--- config.mk ---
export PLATFORM = sky130hd
export DESIGN_NAME = instr_fetch_unit
export DESIGN_NICKNAME = d
export VERILOG_FILES = /design/src/rtl/instr_fetch_unit.sv
export SDC_FILE = /design/constraint.sdc
export NUM_CORES = 1
export LEC_CHECK = 0
export ABC_AREA = 1
export CORE_MARGIN = 2
export CORE_UTILIZATION = 30
export CTS_CLUSTER_SIZE = 10
export DETAILED_ROUTE_END_ITERATION = 12
export PLACE_DENSITY = 0.48
export SYNTH_ARGS = -nofsm -noshare
export SYNTH_HDL_FRONTEND = slang
export SYNTH_SLANG_ARGS = --single-unit
--- constraint.sdc ---
create_clock -name clock -period 6.5 [get_ports clock]
set_clock_uncertainty 0.2 [all_clocks]
set_input_delay 1.3 -clock clock [delete_from_list [all_inputs] [get_ports clock]]
set_output_delay 1.3 -clock clock [all_outputs]
set_load 0.01 [all_outputs]
--- src/rtl/instr_fetch_unit.sv ---
// rtl/instr_fetch_unit.sv - fetch PC, single-outstanding imem requests, prefetch FIFO.
// Optional zero-latency empty-FIFO bypass when IFU_BYPASS_EN is defined.
module instr_fetch_unit #(
    parameter int              ADDR_W   = 32,
    parameter int              DEPTH    = 4,
    parameter logic [ADDR_W-1:0] RESET_PC = '0
) (
    input  logic              clock,
    input  logic              reset,
    output logic              imem_req,
    output logic [ADDR_W-1:0] imem_addr,
    input  logic              imem_ack,
    input  logic [31:0]       imem_rdata,
    input  logic              redirect_valid,
    input  logic [ADDR_W-1:0] redirect_pc,
    output logic              instr_valid,
    output logic [31:0]       instr,
    output logic [ADDR_W-1:0] instr_pc,
    input  logic              instr_ready
);
    localparam int PW = $clog2(DEPTH);
    localparam int CW = PW + 1;

    typedef enum logic [1:0] {IDLE, REQ, DROP} state_t;

    state_t            state, next_state;
    logic [ADDR_W-1:0] fetch_pc, fetch_pc_next, req_addr;
    logic [CW-1:0]     count, count_next;
    logic [PW-1:0]     wr_ptr, rd_ptr;
    logic [31:0]       fifo_instr [DEPTH];
    logic [ADDR_W-1:0] fifo_pc    [DEPTH];

    logic ack_req, bypass, push, pop;

    assign ack_req = (state == REQ) && imem_ack;
`ifdef IFU_BYPASS_EN
    assign bypass = ack_req && (count == '0) && !redirect_valid && instr_ready;
`else
    assign bypass = 1'b0;
`endif
    assign push = ack_req && !redirect_valid && !bypass;
    assign pop  = (count != '0) && instr_ready && !redirect_valid;
    assign count_next = count + CW'(push) - CW'(pop);

    always_comb begin
        fetch_pc_next = fetch_pc;
        if (redirect_valid)
            fetch_pc_next = {redirect_pc[ADDR_W-1:2], 2'b00};
        else if (ack_req)
            fetch_pc_next = fetch_pc + ADDR_W'(4);
    end

    always_comb begin
        next_state = state;
        case (state)
            IDLE: begin
                if (redirect_valid || (count < CW'(DEPTH)))
                    next_state = REQ;
            end
            REQ: begin
                if (redirect_valid)
                    next_state = imem_ack ? REQ : DROP;
                else if (imem_ack)
                    next_state = (count_next < CW'(DEPTH)) ? REQ : IDLE;
            end
            DROP: begin
                if (imem_ack)
                    next_state = REQ;
            end
            default: next_state = IDLE;
        endcase
    end

    // req_addr only reloads when a (new) request is about to be issued, so it
    // is stable for the life of a REQ or DROP transaction.
    always_ff @(posedge clock) begin
        if (reset) begin
            state    <= IDLE;
            fetch_pc <= RESET_PC;
            req_addr <= RESET_PC;
            count    <= '0;
            wr_ptr   <= '0;
            rd_ptr   <= '0;
        end else begin
            state    <= next_state;
            fetch_pc <= fetch_pc_next;
            if (next_state == REQ)
                req_addr <= fetch_pc_next;
            if (redirect_valid) begin
                count  <= '0;
                wr_ptr <= '0;
                rd_ptr <= '0;
            end else begin
                count <= count_next;
                if (push)
                    wr_ptr <= wr_ptr + PW'(1);
                if (pop)
                    rd_ptr <= rd_ptr + PW'(1);
            end
        end
    end

    always_ff @(posedge clock) begin
        if (push) begin
            fifo_instr[wr_ptr] <= imem_rdata;
            fifo_pc[wr_ptr]    <= fetch_pc;
        end
    end

    assign imem_req  = (state == REQ) || (state == DROP);
    assign imem_addr = req_addr;

`ifdef IFU_BYPASS_EN
    assign instr_valid = (count != '0) || bypass;
    assign instr       = bypass ? imem_rdata : fifo_instr[rd_ptr];
    assign instr_pc    = bypass ? fetch_pc   : fifo_pc[rd_ptr];
`else
    assign instr_valid = (count != '0);
    assign instr       = fifo_instr[rd_ptr];
    assign instr_pc    = fifo_pc[rd_ptr];
`endif
endmodule

# Word level (Yosys, flattened, before mapping)
# Memories as Yosys holds them, arrays and structs flattened. A register that Yosys moved wholly into a read port is not among the register bits.
# Cells that the tools add are included.
[totals]
ram_bits = 256
mem_count = 2
input_bits = 69
out_inout_bits = 98
word_cells = 43
reg_bits = 73
[memory_table]
columns = ["name", "words", "word_bits", "rd", "rd_clocked_by_memory_dff", "wr", "line", "source"]
rows = [
  ["fifo_instr", 4, 32, 1, 1, 1, "30", "logic [31:0] fifo_instr [DEPTH];"],
  ["fifo_pc", 4, 32, 1, 1, 1, "31", "logic [ADDR_W-1:0] fifo_pc [DEPTH];"],
]
[classes]
n_reduce_logical = 10
magnitude_cmp = 2
mux = 15
eq_ne = 3
addsub = 5
[ops]
columns = ["op", "n"]
rows = [
  ["32-bit two-way mux", 2],
  ["32-bit by 3-bit adder with 32-bit output (second input constant)", 1],
  ["2-bit two-way mux", 9],
  ["3-bit < comparator (second input constant)", 2],
  ["2-bit case mux with 3 select lines", 1],
  ["2-bit by 1-bit adder with 2-bit output (second input constant)", 2],
  ["2-bit by 1-bit equality test with 1-bit output (second input constant)", 2],
  ["1-bit logical AND", 4],
  ["3-bit by 1-bit adder with 3-bit output", 1],
  ["1-bit two-way mux", 3],
  ["3-bit nonzero test", 1],
  ["3-bit by 1-bit subtractor with 3-bit output", 1],
  ["2-bit equality test (second input constant)", 1],
  ["2-bit zero test", 1],
  ["1-bit logical OR", 2],
  ["2-bit OR reduction", 1],
  ["1-bit zero test", 1],
]

# Longest topological paths before layout
# Gate-level depths: netlist of run 1.
[depth]
depth_word = 11
mapped_depth = 23

# Worst setup path before layout of run 1
# OpenSTA, ideal clock, no wires.
[synth_timing]
path_kind = "input to register"
from = "input port redirect_valid"
to = "memory fifo_instr[0][0], enable pin"
setup_time_ns = 0.487
cell_stages = 4
n_path_buf = 1
required_time_ns = 5.813
arrival_time_ns = 4.353
setup_slack_ns = 1.460
path_cell_list = "inv_2 -> buf_2 -> nand2_1 -> nor2_1"
[synth_via]
elab_chain_cells = 4
[synth_rtl]
columns = ["item", "line", "source"]
rows = [
  ["from (decl)", "14", "input logic redirect_valid,"],
  ["1-bit zero test", "41", "assign push = ack_req && !redirect_valid && !bypass;"],
  ["1-bit logical AND", "41", ""],
  ["1-bit two-way mux", "104", "if (push) begin"],
  ["1-bit two-way mux (implied by the code)", "105", "fifo_instr[wr_ptr] <= imem_rdata;"],
  ["to (decl)", "30", ""],
]
# Every way passes these cells.

# Worst setup path after layout of run 1
[layout_timing]
from = "input port imem_ack"
to = "register req_addr[19] (netlist: imem_addr[19])"
[layout_via]
elab_chain_cells = 10
word_cells_on_any_way = 14
classes_between = "add/sub: 2; order compare: 1; eq/ne: 1; mux: 8; reduce/logical: 2"
[layout_rtl]
columns = ["item", "line", "source"]
rows = [
  ["from (decl)", "12", "input logic imem_ack,"],
  ["1-bit logical AND", "35", "assign ack_req = (state == REQ) && imem_ack;"],
  ["1-bit logical AND", "41", ""],
  ["3-bit by 1-bit adder with 3-bit output", "43", "assign count_next = count + CW'(push) - CW'(pop);"],
  ["3-bit by 1-bit subtractor with 3-bit output", "43", ""],
  ["3-bit < comparator", "64", "next_state = (count_next < CW'(DEPTH)) ? REQ : IDLE;"],
  ["1-bit two-way mux", "64", ""],
  ["2-bit two-way mux", "63", "else if (imem_ack)"],
  ["2-bit two-way mux", "61", "if (redirect_valid)"],
  ["2-bit case mux with 3 select lines", "55", "case (state)"],
  ["2-bit by 1-bit equality test with 1-bit output", "87", "if (next_state == REQ)"],
  ["to (signal assigned)", "88", "req_addr <= fetch_pc_next;"],
  ["to (decl)", "27", "logic [ADDR_W-1:0] fetch_pc, fetch_pc_next, req_addr;"],
]
# Parallel ways exist; a longest one is shown, timed or not.
# A chain may end at the register's enable or synchronous reset.

==> results_dict.tcl, run 1 <==
set metrics [dict create \
    status "finished, final reports clean" \
    pre_cts_ws_ps 1070 \
    design.core.area_sq_um 44100 \
    ff_latch_area_sq_um 9190 \
    fmax_mhz 209 \
    num-fill-cells 4399 \
    synth_top_area_frac 0.574 \
    cts-resized-gates 0 \
    start_kind "primary input" \
    synth_area_leader_cell "edfxtp_1" \
    grt_pass1_wl_um 53300 \
    synth_commonest_cells "256 x edfxtp_1, 186 x nand2_1, 185 x nor2_1" \
    ios 167 \
    crit_required_ps 6760 \
    min_from "imem_addr[30]$_SDFFE_PP0N_" \
    end_kind "flop" \
    synth_edf_count 256 \
    multi_input_area_sq_um 3550 \
    drtIter0Drc 500 \
    rsz0062_at_grt "false" \
    via_per_inst 4.55 \
    path_clk_slew_ps 60 \
    tns_ps 0 \
    grt_start_max_net_pins 106 \
    numCtsBuffers 40 \
    cap_violations 0 \
    die_w_um 215 \
    first_global_vias 9095 \
    initial_core_util 0.304 \
    post_cts_buffers 0 \
    critPathMaxStageDelay_ps 580 \
    clock-sinks 331 \
    synthCells 1231 \
    clock_path_buffers 3 \
    ys_seq_area_frac 0.686 \
    portBuffers 164 \
    area_growth_pct 26.2 \
    r2r_start "state[1]$_SDFF_PP0_" \
    r2r_slack_ps 2370 \
    setup_ws_ps 1720 \
    final_antenna_net_count 0 \
    die_area_sq_um 46400 \
    hold_depth 2 \
    gr-total-overflow 0 \
    fin_crit_ps 4780 \
    synthTopCellsByArea "edfxtp_1 57%, dfxtp_1 11%, nand2_1 5.2%, nor2_1 5.2%, o21ai_0 5.1%" \
    antenna_found_initial 0 \
    ctsHoldBuffers 0 \
    cp_max_fo 15 \
    cp_data_arrival_time_ps 5040 \
    htree_num_levels 2 \
    timing.slew.headroom 0.272 \
    min_to "imem_addr[30]$_SDFFE_PP0N_" \
    clk-insertion-delay-late_ps 560 \
    antenna_cells 0 \
    path_common_cell "nand2_1" \
    netlist_area_sq_um 13400 \
    drtPass1Iterations 4 \
    fin_crit_sh 0.735 \
    path_cells "clkdlybuf4s50_1 -> nand2_4 -> inv_2 -> nand2_1 -> ha_1 -> inv_1 -> ha_1 -> fa_1 -> inv_1 -> nand2_1 -> nand3_1 -> nand2_1 -> nand2_1 -> nand2_1 -> nand2_2 -> nand3_2 -> nand2_2 -> inv_2 -> nor2_1 -> nor2_1" \
    ctsRootBufferMaster "clkbuf_16" \
    syn_area_per_cell_sq_um 10.9 \
    r2r-end "imem_addr[19]$_SDFFE_PP0N_" \
    yosys_warnings 0 \
    slowest_stage "clkdlybuf4s50_1" \
    report.final.setup_viol 0 \
    drc 0 \
    yosysMostFrequentCell "edfxtp_1" \
    rr_worst_depth 21 \
    nNetsFinal 1477 \
    cts_tree "done" \
    num_vias 9140 \
    post-dp-hpwl_um 21100 \
    slew_viol_final 0 \
    ys_async_sr_fraction 0 \
    wl_per_cell_um 17.4 \
    place_congestion 0.772 \
    peakVddDrop_mv 0.132 \
    hold_class "flop to flop" \
    power.leakage_nw 6.14 \
    wirelength_um 35000 \
    worst_pin_slew_ps 1090 \
    ys_types 36 \
    ys_ff_latch 331 \
    p_per_area_nw_per_um2 283 \
    syn_nets 1312 \
    synth_ff_type "edfxtp_1" \
    drive_above_1_share 0.0755 \
    path_class "primary input to flop" \
    fp.dieH_um 215 \
    hold_violations 0 \
    grt_util_all_layers 0.150 \
    row_count 77 \
]
-- layout make-up --
| class | count | share of cell area |
|---|---|---|
| Clock buffer | 60 | 0.0673 |
| Clock inverter | 4 | 0.00325 |
| Inverter | 120 | 0.0268 |
| Multi-Input combinational cell | 726 | 0.210 |
| Sequential cell | 331 | 0.543 |
| Tap cell | 592 | 0.0438 |
| Timing Repair Buffer | 177 | 0.106 |
-- metal layers --
layer / vias up / share of wire / track usage
met2: 217 / 0.47 / 0.245
met4: 0 / 0.021 / 0.0492
met1: 4299 / 0.46 / 0.199
li1: 4573 / - / -
met3: 51 / 0.050 / 0.0317
met5: - / 0 / 0
-- state kept, by name (all words and copies together) (netlist names), named ones only --
signal,flops
rd_ptr,2
wr_ptr,2
fetch_pc,32
fifo_pc,128
count,3
fifo_instr,128
state,2
imem_addr,32
-- critical path, delay by kind of cell --
| kind | cells | cell delay (ps) |
|---|---|---|
| adders and majority gates | 3 | 970 |
| buffers and inverters | 5 | 1030 |
| and+or+nand+nor | 12 | 1720 |
-- stage by stage --
stage                     hold WS (ps)  cell area, sq um  instances  total power, mW  utilization
final                              255             16900       2010             4.79        0.384
after global routing               276             16900       2010             4.98        0.384
after CTS                          260             16900       2010             4.86        0.384
after detailed placement           247             15700       1946             2.77        0.356
after global placement             243             15700       1946             2.76        0.356
after floorplan                    236             13400       1231             2.58            -
-- cell families (layout without fill, tap and decap cells) --
kind of cell | count (synthesis) | count (layout) | synth area share
and+or+nand+nor | 466 | 466 | 0.147
AOI/OAI and AO/OA | 247 | 247 | 0.104
DFF | 331 | 331 | 0.686
buffers and inverters | 174 | 361 | 0.0517
adders and majority gates | 12 | 12 | 0.0118
xor gates and xnor gates | 1 | 1 | 0.000654
-- layout by cell type (no fill, tap or decap), types with 2 or more instances in the layout --
cell type	n
a21oi_1	26
clkinv_1	2
nand2_1	186
o21ai_1	5
nor2_1	181
o21ai_0	136
dfxtp_1	73
inv_2	10
clkbuf_8	2
nand3_1	58
a22oi_2	7
edfxtp_1	256
nand2_4	2
buf_12	4
nand2_2	3
nor3_1	4
o21bai_1	5
nand4_1	9
ha_1	11
clkdlybuf4s50_1	164
nor2_2	7
or2_2	3
clkbuf_1	16
nor2_4	9
inv_1	108
o22ai_1	64
buf_4	9
clkbuf_16	42
-- report_power, final --
group	switching, mW	internal (mW)
Combinational	0.174	0.158
Clock	0.830	1.24
Sequential	0.0504	2.34
Total	1.05	3.73
-- how the worst max path moves through the flow --
stage	end	slack [ps]	from
after floorplan	fifo_instr[0][0]$_DFFE_PP_	1460	redirect_valid
after global placement	imem_addr[19]$_SDFFE_PP0N_	1090	redirect_valid
after detailed placement	imem_addr[19]$_SDFFE_PP0N_	1070	redirect_valid
after CTS	instr[17]	1670	flop
after global routing	imem_addr[19]$_SDFFE_PP0N_	1340	imem_ack
final	imem_addr[19]$_SDFFE_PP0N_	1720	imem_ack
Note: power is estimated with default switching activity, not from simulation.
==> run 2, diff against run 1 <==
- clock period: 6.5 -> 4.7 ns (I/O delays scaled with it)
==> run 2 against run 1 <==
Sequential power grew 38%. Register-to-register slack lost 1200 ps. Non-clock buffer count grew 10. Via count grew 0.96%. Largest cell class unchanged. Combinational power grew 41%. Final area is essentially flat. Clock power grew 34%.
==> results_dict.tcl, run 2 (same netlist as run 1, synthesis figures left out) <==
set metrics [dict create \
    status "finished, final reports clean" \
    end_kind "flop" \
    mostFrequentLayoutCell "edfxtp_1" \
    drtPass1Iterations 4 \
    tns_ps 0 \
    initial_core_util 0.304 \
    numCtsBuffers 40 \
    dp_cells 1956 \
    rr_worst_depth 21 \
    fin_crit_sh 0.812 \
    via_per_inst 4.57 \
    hold_class "flop to flop" \
    grt_start_max_net_pins 129 \
    grt_pass1_wl_um 53700 \
    report.power.total_mw 6.54 \
    pre_cts_ws_ps 280 \
    drc 0 \
    fmax_mhz 262 \
    wirelength_um 34800 \
    worst_pin_slew_ps 819 \
    rsz0062_at_grt "false" \
    crit_start "imem_ack" \
    clkPwrFrac 0.424 \
    start_kind "primary input" \
    area_growth_pct 26.2 \
    slew_viol_final 0 \
    post_cts_buffers 0 \
    ctsHoldBuffers 0 \
    place_congestion 0.775 \
    timing.hold.ws_ps 256 \
    endpoint "imem_addr[19]$_SDFFE_PP0N_" \
    clock_path_buffers 3 \
    final_util 0.383 \
    drive_above_1_share 0.0792 \
    seqPwrFrac 0.504 \
    clk-insertion-delay-late_ps 540 \
    path_class "primary input to flop" \
    reg.largest.list "fifo_instr: 128 flops, fifo_pc: 128 flops" \
    cp_max_fo 15 \
    timing.slew.headroom 0.454 \
    crit_required_ps 4940 \
    placed_area_sq_um 15800 \
    peakVddDrop_mv 0.183 \
    die_w_um 215 \
    report.final.setup_viol 0 \
    num_vias 9228 \
    switchingPower_mw 1.44 \
    r2r-end "imem_addr[19]$_SDFFE_PP0N_" \
    r2r_slack_ps 1190 \
    die_area_sq_um 46400 \
    cts-resized-gates 0 \
    stdcell_area_sq_um 16900 \
    final_cell_mix "256 x edfxtp_1, 186 x nand2_1, 181 x nor2_1, 164 x clkdlybuf4s50_1, 136 x o21ai_0" \
    fin_crit_ps 3820 \
    final_cells 2018 \
    cp_data_arrival_time_ps 4060 \
    first_global_vias 9220 \
    grt_util_all_layers 0.150 \
    antenna_found_initial 0 \
    row_count 77 \
    final_antenna_net_count 0 \
    fp.dieH_um 215 \
    ctsRootBufferMaster "clkbuf_16" \
    num-fill-cells 4446 \
    cts_tree "done" \
    antenna_cells 0 \
    ios 167 \
    cap_violations 0 \
    design.core.area_sq_um 44100 \
    power.leakage_nw 6.14 \
    portBuffers 164 \
    hold_violations 0 \
    r2r_start "state[1]$_SDFF_PP0_" \
    combPwrFrac 0.071 \
    post-dp-hpwl_um 21600 \
    nNetsFinal 1487 \
    p_sw_frac 0.221 \
    wl_per_cell_um 17.2 \
    clock-sinks 331 \
    gr-total-overflow 0 \
    p_per_area_nw_per_um2 387 \
    drtIter0Drc 551 \
    htree_num_levels 2 \
    setup_ws_ps 882 \
    p_int_mw 5.10 \
    path_clk_slew_ps 60 \
]
==> run 2: cell count changes in the layout (fill, tap and decap cells not counted), sizes merged <==
cell,delta
buf,+10
clkbuf,-1
clkinv,-2
clkinvlp,+1
==> run 2: how the worst min path moves through the flow <==
stage	from	to	cells after the start
floorplan	rd_ptr[1]$_SDFFE_PP0P_	flop	2
global placement	rd_ptr[1]$_SDFFE_PP0P_	flop	2
detailed placement	imem_addr[28]$_SDFFE_PP0N_	imem_addr[28]$_SDFFE_PP0N_	2
CTS	rd_ptr[1]$_SDFFE_PP0P_	flop	2
global route	imem_addr[28]$_SDFFE_PP0N_	imem_addr[28]$_SDFFE_PP0N_	2
finish	imem_addr[30]$_SDFFE_PP0N_	imem_addr[30]$_SDFFE_PP0N_	2
==> run 2: cell type report <==
type	instances	area, sq um	share of cell area
inverter	120	453	0.0268
timing repair buffer	187	1840	0.109
multi-input combinational	726	3550	0.210
clock buffer	59	1090	0.0647
sequential	331	9190	0.544
clock inverter	3	41.3	0.00244
tap	592	741	0.0438
==> run 2: power groups by stage <==
stage | clock network [mW] | registers, mW | logic (mW)
CTS | 2.87 | 3.30 | 0.476
global route | 2.98 | 3.31 | 0.518
floorplan | 0 | 3.35 | 0.210
detailed placement | 0 | 3.36 | 0.473
global placement | 0 | 3.36 | 0.470
finish | 2.78 | 3.30 | 0.467
==> run 2: worst max-delay path, cell delays in order <==
cell	delay [ps]
clkdlybuf4s50_1	570
nand2_4	130
inv_2	150
nand2_1	100
ha_1	280
inv_1	40
ha_1	180
fa_1	390
inv_1	60
nand2_1	60
nand3_1	100
nand2_1	60
nand2_1	50
nand2_1	80
nand2_2	80
nand3_2	90
nand2_2	350
inv_2	190
nor2_1	130
nor2_1	50
==> run 2: per-layer routing <==
metal | global-route usage | up-vias | wire length, um
met5 | 0 | - | 0
met4 | 0.0494 | 0 | 745
met3 | 0.0309 | 52 | 1540
met2 | 0.252 | 172 | 16500
met1 | 0.192 | 4417 | 16000
li1 | - | 4587 | -
